**src/rtl/sevenseg_scanner_pkg.sv**
```systemverilog
// Shared constants and types for the eight-digit seven-segment scanner.
//
// Segment vectors are 7 bits in abc_defg order: seg[6] is segment a and
// seg[0] is segment g. All segment and anode values are active-low.
package sevenseg_scanner_pkg;

    localparam int unsigned NDIGITS = 8;
    localparam int unsigned IDX_W   = $clog2(NDIGITS);

    localparam logic [6:0]         SEG_BLANK = 7'h7F;
    localparam logic [NDIGITS-1:0] AN_OFF    = 8'hFF;

    // Field order of this struct fixes the abc_defg bit order of a segment vector.
    typedef struct packed {
        logic a;
        logic b;
        logic c;
        logic d;
        logic e;
        logic f;
        logic g;
    } seg_t;

endpackage

```
**src/rtl/sevensegdec.sv**
```systemverilog
// Hex nibble to active-low seven-segment pattern (abc_defg).
//
// Ports:
//   nibble  in  4  hex value to display
//   seg     out 7  active-low segments, seg[6] = a ... seg[0] = g
module sevensegdec
    import sevenseg_scanner_pkg::*;
(
    input  logic [3:0] nibble,
    output logic [6:0] seg
);

    seg_t pattern;

    always_comb begin
        pattern = SEG_BLANK;
        case (nibble)
            4'h0: pattern = 7'h01;
            4'h1: pattern = 7'h4F;
            4'h2: pattern = 7'h12;
            4'h3: pattern = 7'h06;
            4'h4: pattern = 7'h4C;
            4'h5: pattern = 7'h24;
            4'h6: pattern = 7'h20;
            4'h7: pattern = 7'h0F;
            4'h8: pattern = 7'h00;
            4'h9: pattern = 7'h0C;
            4'hA: pattern = 7'h08;
            4'hB: pattern = 7'h60;
            4'hC: pattern = 7'h72;
            4'hD: pattern = 7'h42;
            4'hE: pattern = 7'h30;
            4'hF: pattern = 7'h38;
            default: pattern = SEG_BLANK;
        endcase
    end

    assign seg = pattern;

endmodule

```
**src/rtl/sevenseg_scanner.sv**
```systemverilog
// Time-multiplexed driver for an eight-digit common-anode seven-segment display.
//
// A prescaler divides clk into digit slots of PRESCALE cycles; digit_idx walks
// 0..7 once per slot. Display contents are captured into shadow registers on
// a single-cycle load strobe. Outputs are registered (one cycle behind
// digit_idx / shadow state) and the anodes are forced off for the last output
// cycle of each slot so the next digit never ghosts the previous pattern.
//
// Ports:
//   clk        in   1   system clock, rising edge
//   reset      in   1   synchronous, active-high
//   load       in   1   capture data/dp/blank/lzb into shadow registers
//   data       in   32  eight hex nibbles, nibble k drives digit k (0 = rightmost)
//   dp         in   8   decimal-point request per digit, 1 = lit
//   blank      in   8   per-digit blank mask, 1 = dark
//   lzb        in   1   leading-zero blanking enable
//   an         out  8   active-low anodes, at most one low
//   seg        out  7   active-low segments abc_defg
//   dp_n       out  1   active-low decimal point
//   digit_idx  out  3   digit currently being scanned
module sevenseg_scanner
    import sevenseg_scanner_pkg::*;
#(
    parameter int unsigned PRESCALE = 50000  // cycles per digit slot, must be >= 2
) (
    input  logic                 clk,
    input  logic                 reset,
    input  logic                 load,
    input  logic [4*NDIGITS-1:0] data,
    input  logic [NDIGITS-1:0]   dp,
    input  logic [NDIGITS-1:0]   blank,
    input  logic                 lzb,
    output logic [NDIGITS-1:0]   an,
    output logic [6:0]           seg,
    output logic                 dp_n,
    output logic [IDX_W-1:0]     digit_idx
);

    localparam int unsigned    PW         = $clog2(PRESCALE);
    localparam logic [PW-1:0]  PRESC_LAST = PW'(PRESCALE - 1);

    logic [PW-1:0]          presc_q, presc_d;
    logic [IDX_W-1:0]       idx_q, idx_d;
    logic [4*NDIGITS-1:0]   data_q;
    logic [NDIGITS-1:0]     dp_q;
    logic [NDIGITS-1:0]     blank_q;
    logic                   lzb_q;
    logic [NDIGITS-1:0]     an_q, an_d;
    logic [6:0]             seg_q, seg_d;
    logic                   dp_n_q, dp_n_d;

    logic                   wrap;
    logic                   blanked;
    logic [NDIGITS-1:0]     lead_zero;
    logic                   upper_zero;
    logic [3:0]             cur_nibble;
    logic [6:0]             dec_seg;

    assign cur_nibble = data_q[{idx_q, 2'b00} +: 4];

    sevensegdec u_dec (
        .nibble (cur_nibble),
        .seg    (dec_seg)
    );

    // Digit k (k >= 1) is a leading zero when it and every higher nibble are zero.
    always_comb begin
        lead_zero  = '0;
        upper_zero = 1'b1;
        for (int k = NDIGITS - 1; k >= 1; k--) begin
            upper_zero   = upper_zero & (data_q[4*k +: 4] == 4'h0);
            lead_zero[k] = upper_zero;
        end
    end

    always_comb begin
        wrap    = (presc_q == PRESC_LAST);
        presc_d = wrap ? '0 : presc_q + 1'b1;
        idx_d   = wrap ? idx_q + 1'b1 : idx_q;
        blanked = blank_q[idx_q] | (lzb_q & lead_zero[idx_q]);

        an_d   = AN_OFF;
        seg_d  = SEG_BLANK;
        dp_n_d = 1'b1;
        if (!blanked) begin
            seg_d  = dec_seg;
            dp_n_d = ~dp_q[idx_q];
            // Anodes stay off on the slot's last output cycle (ghosting guard).
            if (!wrap) begin
                an_d = AN_OFF ^ (NDIGITS'(1) << idx_q);
            end
        end
    end

    always_ff @(posedge clk) begin
        if (reset) begin
            presc_q <= '0;
            idx_q   <= '0;
            data_q  <= '0;
            dp_q    <= '0;
            blank_q <= AN_OFF;
            lzb_q   <= 1'b0;
            an_q    <= AN_OFF;
            seg_q   <= SEG_BLANK;
            dp_n_q  <= 1'b1;
        end else begin
            presc_q <= presc_d;
            idx_q   <= idx_d;
            if (load) begin
                data_q  <= data;
                dp_q    <= dp;
                blank_q <= blank;
                lzb_q   <= lzb;
            end
            an_q   <= an_d;
            seg_q  <= seg_d;
            dp_n_q <= dp_n_d;
        end
    end

    assign an        = an_q;
    assign seg       = seg_q;
    assign dp_n      = dp_n_q;
    assign digit_idx = idx_q;

endmodule

```
**config.mk**
```make
export PLATFORM = sky130hd
export DESIGN_NAME = sevenseg_scanner
export DESIGN_NICKNAME = d
export VERILOG_FILES = /design/src/rtl/sevenseg_scanner_pkg.sv /design/src/rtl/sevensegdec.sv /design/src/rtl/sevenseg_scanner.sv
export SDC_FILE = /design/constraint.sdc
export NUM_CORES = 1
export LEC_CHECK = 0
export CAP_MARGIN = 20
export CORE_MARGIN = 2
export CORE_UTILIZATION = 36
export CTS_CLUSTER_SIZE = 30
export DETAILED_ROUTE_END_ITERATION = 16
export HOLD_SLACK_MARGIN = 0.02
export PLACE_DENSITY = 0.67
export SLEW_MARGIN = 20
export SYNTH_ARGS = -nofsm -noshare
export SYNTH_HDL_FRONTEND = slang
export SYNTH_HIERARCHICAL = 1
export SYNTH_SLANG_ARGS = --single-unit
```
**constraint.sdc**
```tcl
create_clock -name clk -period 6 [get_ports clk]
set_input_delay 1.2 -clock clk [delete_from_list [all_inputs] [get_ports clk]]
set_output_delay 1.2 -clock clk [all_outputs]
set_load 0.02 [all_outputs]
```
==> impl_metrics.csv, run 1 <==
group,metric,value,unit
status,status,"completed",
worst_setup_path,worstSetupEndpoint,"digit_idx[1]",
cts,cts_inserted_buffers,9,
sta,slew_headroom,33.6,%
route,viasPerCell,4.97,
route,remaining_drc_errors,0,
worst_setup_path,worst_r2r_endpoint,"seg[6]",
worst_setup_path,crit_buf_inv,1,
grt,met1_usage,19.6,%
floorplan,dieHeight,108,um
logic_synthesis,ys_warn_count,6,
route,wl_per_cell,14.4,um
worst_setup_path,crit_required,4.80,ns
grt,use_met2,25.2,%
finish,nNetsFinal,517,
cts,clock_sinks,84,
grt,overflow,0,
worst_setup_path,critPathMaxStageDelay,0.98,ns
grt,use_met3,3.80,%
grt,first_global_vias,2919,
cts,cts_root_buffer,"clkbuf_8",
hold_path,hp-class,"register to register",
worst_setup_path,cp.depth,1,
worst_setup_path,cp_slowest_cell,"dfxtp_1",
logic_synthesis,synth.avg_cell_area,9.98,um2
logic_synthesis,synth_cells,391,
worst_setup_path,worstSetupStartpointType,"register",
route,ant_nets,0,
pwr,p_per_area,235,nW/um2
sta,drv_slew,0,
sta,setup_slack,2.70,ns
sta,clock.fmax,0.303,GHz
worst_setup_path,r2r_start,"digit_idx[1]",
logic_synthesis,synth_seq_cells,84,
finish,area_growth,25.6,%
worst_setup_path,path_cells,"clkdlybuf4s50_1",
floorplan,start_util,36.5,%
placed_design,io_buffer_count,70,
cts,cts_tree,"done",
worst_setup_path,startpoint,"digit_idx[1]",
cts,worstSkewPairLatency,0.35,ns
grt,grt_pass1_wl,14.0,mm
pwr,leakage,0.00194,uW
cts,cts.clk_slew.worst_paths,0.08,ns
grt,grt_usage,15.2,%
grt,grt_max_degree,50,
sta,hold_viol_final,0,
sta,fin_crit,3.30,ns
cts,cts_resized,0,
floorplan,std_cell_rows,38,
logic_synthesis,ys_types,51,
sta,fin_crit_sh,54.9,%
finish,drive_gt1_share,9.19,%
worst_setup_path,arrival,2.10,ns
route,drt-total-wl,8.60,mm
placed_design,dp_slack,2.91,ns
logic_synthesis,synth_fp_nets,455,
route,vias,2969,
cts,cts.path.max_buffers,2,
placed_design,hpwlAfterDp,6.41,mm
finish,n_antenna_cell,0,
floorplan,io_pins,71,
sta,rsz0062_at_grt,"false",
placed_design,gp_congestion,0.865,
route,drtIter0Drc,174,
grt,top_usage_layer,"met2",
cts,htreeDepth,3,
sta,tns,0,ns
pwr,irDropWorstVdd,0.148,mV
worst_setup_path,critical_path.max_fanout,22,
sta,finalSetupViolCount,0,
floorplan,die_x,108,um
cts,holdBufCountCts,0,
logic_synthesis,syn_area,3900,um2
worst_setup_path,reg2reg_setup_slack,3.26,ns
worst_setup_path,critical_path_class,"register to output pin",
worst_setup_path,crit_family,"flip-flops",
worst_setup_path,cp-end-kind,"output pin",
finish,fin_util,45.8,%
floorplan,die_area,11700,um2
grt,antenna_found_initial,0,
route,firstDrtPassIters,4,
logic_synthesis,ys_seq_area_share,43.1,%
cts,postCtsSetupBuffers,0,
worst_setup_path,r2r_cells,7,
finish,fill_cells,1035,
sta,fin_skew,0.00945,ns
run,drv_cap,0,
floorplan,design.core.area,10700,um2
sta,worstMarginPinSlew,0.994,ns
==> cells in the final DEF (no fill, tap or decap), types with 8 or more instances in the layout <==
master / count
nand3_1: 10
a21oi_1: 8
nor2_1: 64
clkbuf_8: 9
clkdlybuf4s50_1: 69
mux2i_1: 54
nand2_1: 34
dfxtp_1: 84
mux4_2: 11
ha_1: 12
nand4_1: 9
==> metal layers <==
metal	wire [um]	vias to the layer above
met4	104	0
li1	-	1504
met1	4030	1393
met2	4080	62
met5	0	-
met3	372	10
==> synth_stat cells, drive strengths merged <==
cell type	number	area [um2]
or3b	1	8.76
o41ai	1	27.5
mux2	3	33.8
o22ai	1	6.26
o221ai	1	8.76
a2bb2oi	1	8.76
a211oi	4	30.0
nor2	65	246
xnor2	5	43.8
clkbuf	6	22.5
buf	16	83.8
nand3	10	50.1
nor4	3	33.8
nand4b	1	8.76
nor3	4	20.0
nand3b	7	52.6
ha	12	150
nand2	34	128
mux4	11	248
and3	3	18.8
dfxtp	84	1680
a21oi	8	40.0
a31o	1	8.76
xor2	7	61.3
o21ai	5	25.0
or4b	2	23.8
or4	6	48.8
o31ai	2	15.0
inv	6	22.5
nor2b	3	18.8
or3	2	12.5
a21boi	1	7.51
mux2i	54	541
nand4	10	68.8
o2111ai	2	17.5
and4	2	17.5
a22oi	2	15.0
clkinv	3	11.3
a2111oi	1	27.5
o311ai	1	8.76
==> how the worst min path moves through the flow <==
stage	start	to	slack, ns	depth (start not counted)
final	blank_q[5]	blank_q[5]	0.48	2
after global routing	blank_q[7]	blank_q[7]	0.50	2
after CTS	blank_q[1]	blank_q[1]	0.49	2
after detailed placement	blank_q[0]	blank_q[0]	0.47	2
after global placement	presc_q[0]	presc_q[0]	0.45	1
after floorplan	presc_q[0]	presc_q[0]	0.43	1
==> state kept, by name, indices dropped and copies added, names as in the netlist <==
name	count
lzb_q	1
seg	7
dp_q	8
blank_q	8
data_q	32
presc_q	16
digit_idx	3
an	8
dp_n	1
==> per-stage QoR <==
stage	power [uW]	cell area [um2]	hold slack [ns]	std cells
4_1_cts	1160	4900	0.487	597
3_5_place_dp	745	4700	0.466	582
2_1_floorplan	687	3900	0.433	391
3_3_place_gp	741	4690	0.446	582
5_1_grt	1200	4900	0.501	597
6_report	1150	4900	0.484	597
==> power breakdown <==
group / internal, uW / switching [uW] / total (uW)
clock: 231 / 191 / 422
combinational: 75.4 / 58.4 / 134
sequential: 581 / 17.3 / 598
==> final cells by class <==
class / instances / area [um2] / area share (%)
multi-input cells: 276 / 2090 / 42.6
flip-flops and latches: 84 / 1680 / 34.3
repair buffers: 73 / 718 / 14.7
well taps: 140 / 175 / 3.57
clock buffers: 10 / 128 / 2.60
clock inverters: 5 / 77.6 / 1.58
inverters: 9 / 33.8 / 0.689
==> kinds of logic (layout without fill, tap and decap cells) <==
family          after synthesis  count (layout)  synth area share, %
simple gates                153             153                 19.4
flops                        84              84                 43.1
xor+xnor                     12              12                 2.69
buf+inv                      31              97                 3.59
fa+ha+maj                    12              12                 3.85
mux                          68              68                 21.1
compound gates               31              31                 6.32
Power figures use the tool's default switching activity.
==> run 2, diff against run 1 <==
==> constraint.sdc (replaced) <==
create_clock -name clk -period 3.3 [get_ports clk]
set_input_delay 0.66 -clock clk [delete_from_list [all_inputs] [get_ports clk]]
set_output_delay 0.66 -clock clk [all_outputs]
set_load 0.02 [all_outputs]
==> run 2 against run 1 <==
  * Clock skew grew 0.0032 ns
  * Final area grew 1.0%
  * Global-route usage is 0.53 points higher
  * Worst setup slack worse by 2.1 ns
  * Worst hold slack worse by 0.0093 ns
  * Register-to-register slack got worse by 2.5 ns
  * Sequential power grew 82%
  * Die area unchanged
  * Critical path type unchanged
  * Critical endpoint unchanged
  * Largest cell class unchanged
  * Largest power group unchanged
==> impl_metrics.csv, run 2 (synthesized netlist as in run 1, its figures left out) <==
group,metric,value,unit
status,status,"completed",
worst_setup_path,r2r_start,"digit_idx[0]",
finish,regMostFlops,"data_q",
cts,cts.clk_slew.worst_paths,0.08,ns
finish,top_regs,"data_q: 32 flops, presc_q: 16 flops",
sta,fin_crit,2.66,ns
cts,postCtsSetupBuffers,0,
grt,overflow,0,
cts,cts_tree,"done",
route,wl_per_cell,14.2,um
sta,finalSetupViolCount,0,
finish,area_growth,26.9,%
placed_design,io_buffer_count,70,
finish,ff_latch_area,1680,um2
route,firstDrtPassIters,4,
sta,drv_slew,0,
finish,drive_gt1_share,9.76,%
route,ant_nets,0,
placed_design,gp_congestion,0.796,
finish,nNetsFinal,520,
cts,cts_resized,0,
finish,fill_cells,1001,
grt,grt_usage,15.7,%
floorplan,io_pins,71,
worst_setup_path,worstSetupStartpointType,"register",
sta,rsz0062_at_grt,"false",
worst_setup_path,cp-end-kind,"output pin",
sta,worstMarginPinSlew,0.821,ns
worst_setup_path,crit_required,2.64,ns
sta,fin_crit_sh,80.6,%
finish,largest_reg_flops,32,
pwr,irDropWorstVdd,0.202,mV
worst_setup_path,startpoint,"digit_idx[1]",
hold_path,hp-start,"blank_q[5]",
finish,multi_input_area,2080,um2
cts,htreeDepth,3,
floorplan,design.core.area,10700,um2
cts,clock_sinks,84,
floorplan,die_area,11700,um2
sta,clock.fmax,0.376,GHz
finish,n_antenna_cell,0,
cts,cts_root_buffer,"clkbuf_8",
grt,first_global_vias,2976,
worst_setup_path,path_cells,"buf_4 -> clkdlybuf4s50_1",
grt,grt_max_degree,48,
grt,grt_pass1_wl,14.5,mm
sta,slew_headroom,45.1,%
finish,mostFrequentLayoutCells,"dfxtp_1, clkdlybuf4s50_1, nor2_1, mux2i_1, nand2_1",
floorplan,start_util,36.5,%
worst_setup_path,critPathMaxStageDelay,0.73,ns
worst_setup_path,critical_path_class,"register to output pin",
sta,timing.hold.ws,0.475,ns
hold_path,hp-class,"register to register",
worst_setup_path,arrival,2.00,ns
route,remaining_drc_errors,0,
sta,tns,0,ns
floorplan,dieHeight,108,um
sta,hold_viol_final,0,
route,vias,3037,
run,drv_cap,0,
worst_setup_path,crit_buf_inv,2,
route,viasPerCell,5.05,
floorplan,die_x,108,um
worst_setup_path,reg2reg_setup_slack,0.74,ns
finish,fin_util,46.3,%
cts,holdBufCountCts,0,
grt,antenna_found_initial,0,
cts,worstSkewPairLatency,0.36,ns
cts,cts_inserted_buffers,9,
worst_setup_path,cp_slowest_cell,"dfxtp_1",
floorplan,std_cell_rows,38,
worst_setup_path,critical_path.max_fanout,16,
placed_design,hpwlAfterDp,6.43,mm
cts,cts.path.max_buffers,2,
finish,final_common_cell,"dfxtp_1",
sta,fin_skew,0.0126,ns
worst_setup_path,crit_family,"buffers and inverters",
route,drtIter0Drc,121,
route,drt-total-wl,8.54,mm
pwr,leakage,0.00197,uW
pwr,p_per_area,434,nW/um2
==> run 2: cell count changes in the layout (fill, tap and decap cells not counted), sizes merged <==
cell	change
clkbuf	+1
buf	+3
==> run 2: area by class of cell <==
| type | instances | share of cell area [%] |
|---|---|---|
| multi-input cells | 276 | 42.0 |
| flip-flops and latches | 84 | 34.0 |
| repair buffers | 76 | 15.2 |
| well taps | 140 | 3.54 |
| clock buffers | 11 | 2.86 |
| clock inverters | 5 | 1.72 |
| inverters | 9 | 0.682 |
==> run 2: worst min-delay path: cells and delay by family, from the launching register on <==
| kind | cells | cell delay, ns |
|---|---|---|
| AND/OR/NAND/NOR | 1 | 0.06 |
| flip-flops | 1 | 0.33 |
| multiplexers | 1 | 0.06 |
==> run 2: power by group <==
part,leakage (uW),switching [uW],internal (uW)
combinational,0.00117,106,139
clock,0.000110,365,450
sequential,0.000689,31.6,1060
total,0.00197,502,1640
==> run 2: path summary, 6_finish.rpt <==
| check | endpoint | depth (start not counted) |
|---|---|---|
| setup / recovery | digit_idx[1] | 2 |
| hold / removal | blank_q[5] | 2 |
| setup reg to reg | seg[3] | 9 |
| hold reg to reg | blank_q[5] | 2 |
==> run 2: routing by layer <==
| layer | up-vias | wire (um) | global-route usage, % |
|---|---|---|---|
| met5 | - | 0 | 0 |
| met4 | 0 | 143 | 4.67 |
| met3 | 11 | 412 | 4.04 |
| met2 | 67 | 3960 | 25.8 |
| met1 | 1446 | 4030 | 20.5 |
| li1 | 1513 | - | - |
==> run 2: metrics by stage <==
step                worst slack [ns]  total power [uW]  cells  cell area, um2
detailed placement             0.770              1360    585            4720
CTS                            0.645              2170    601            4950
global placement               0.848              1350    585            4720
finish                         0.641              2150    601            4950
global route                   0.474              2240    601            4950
floorplan                      0.499              1250    391            3900
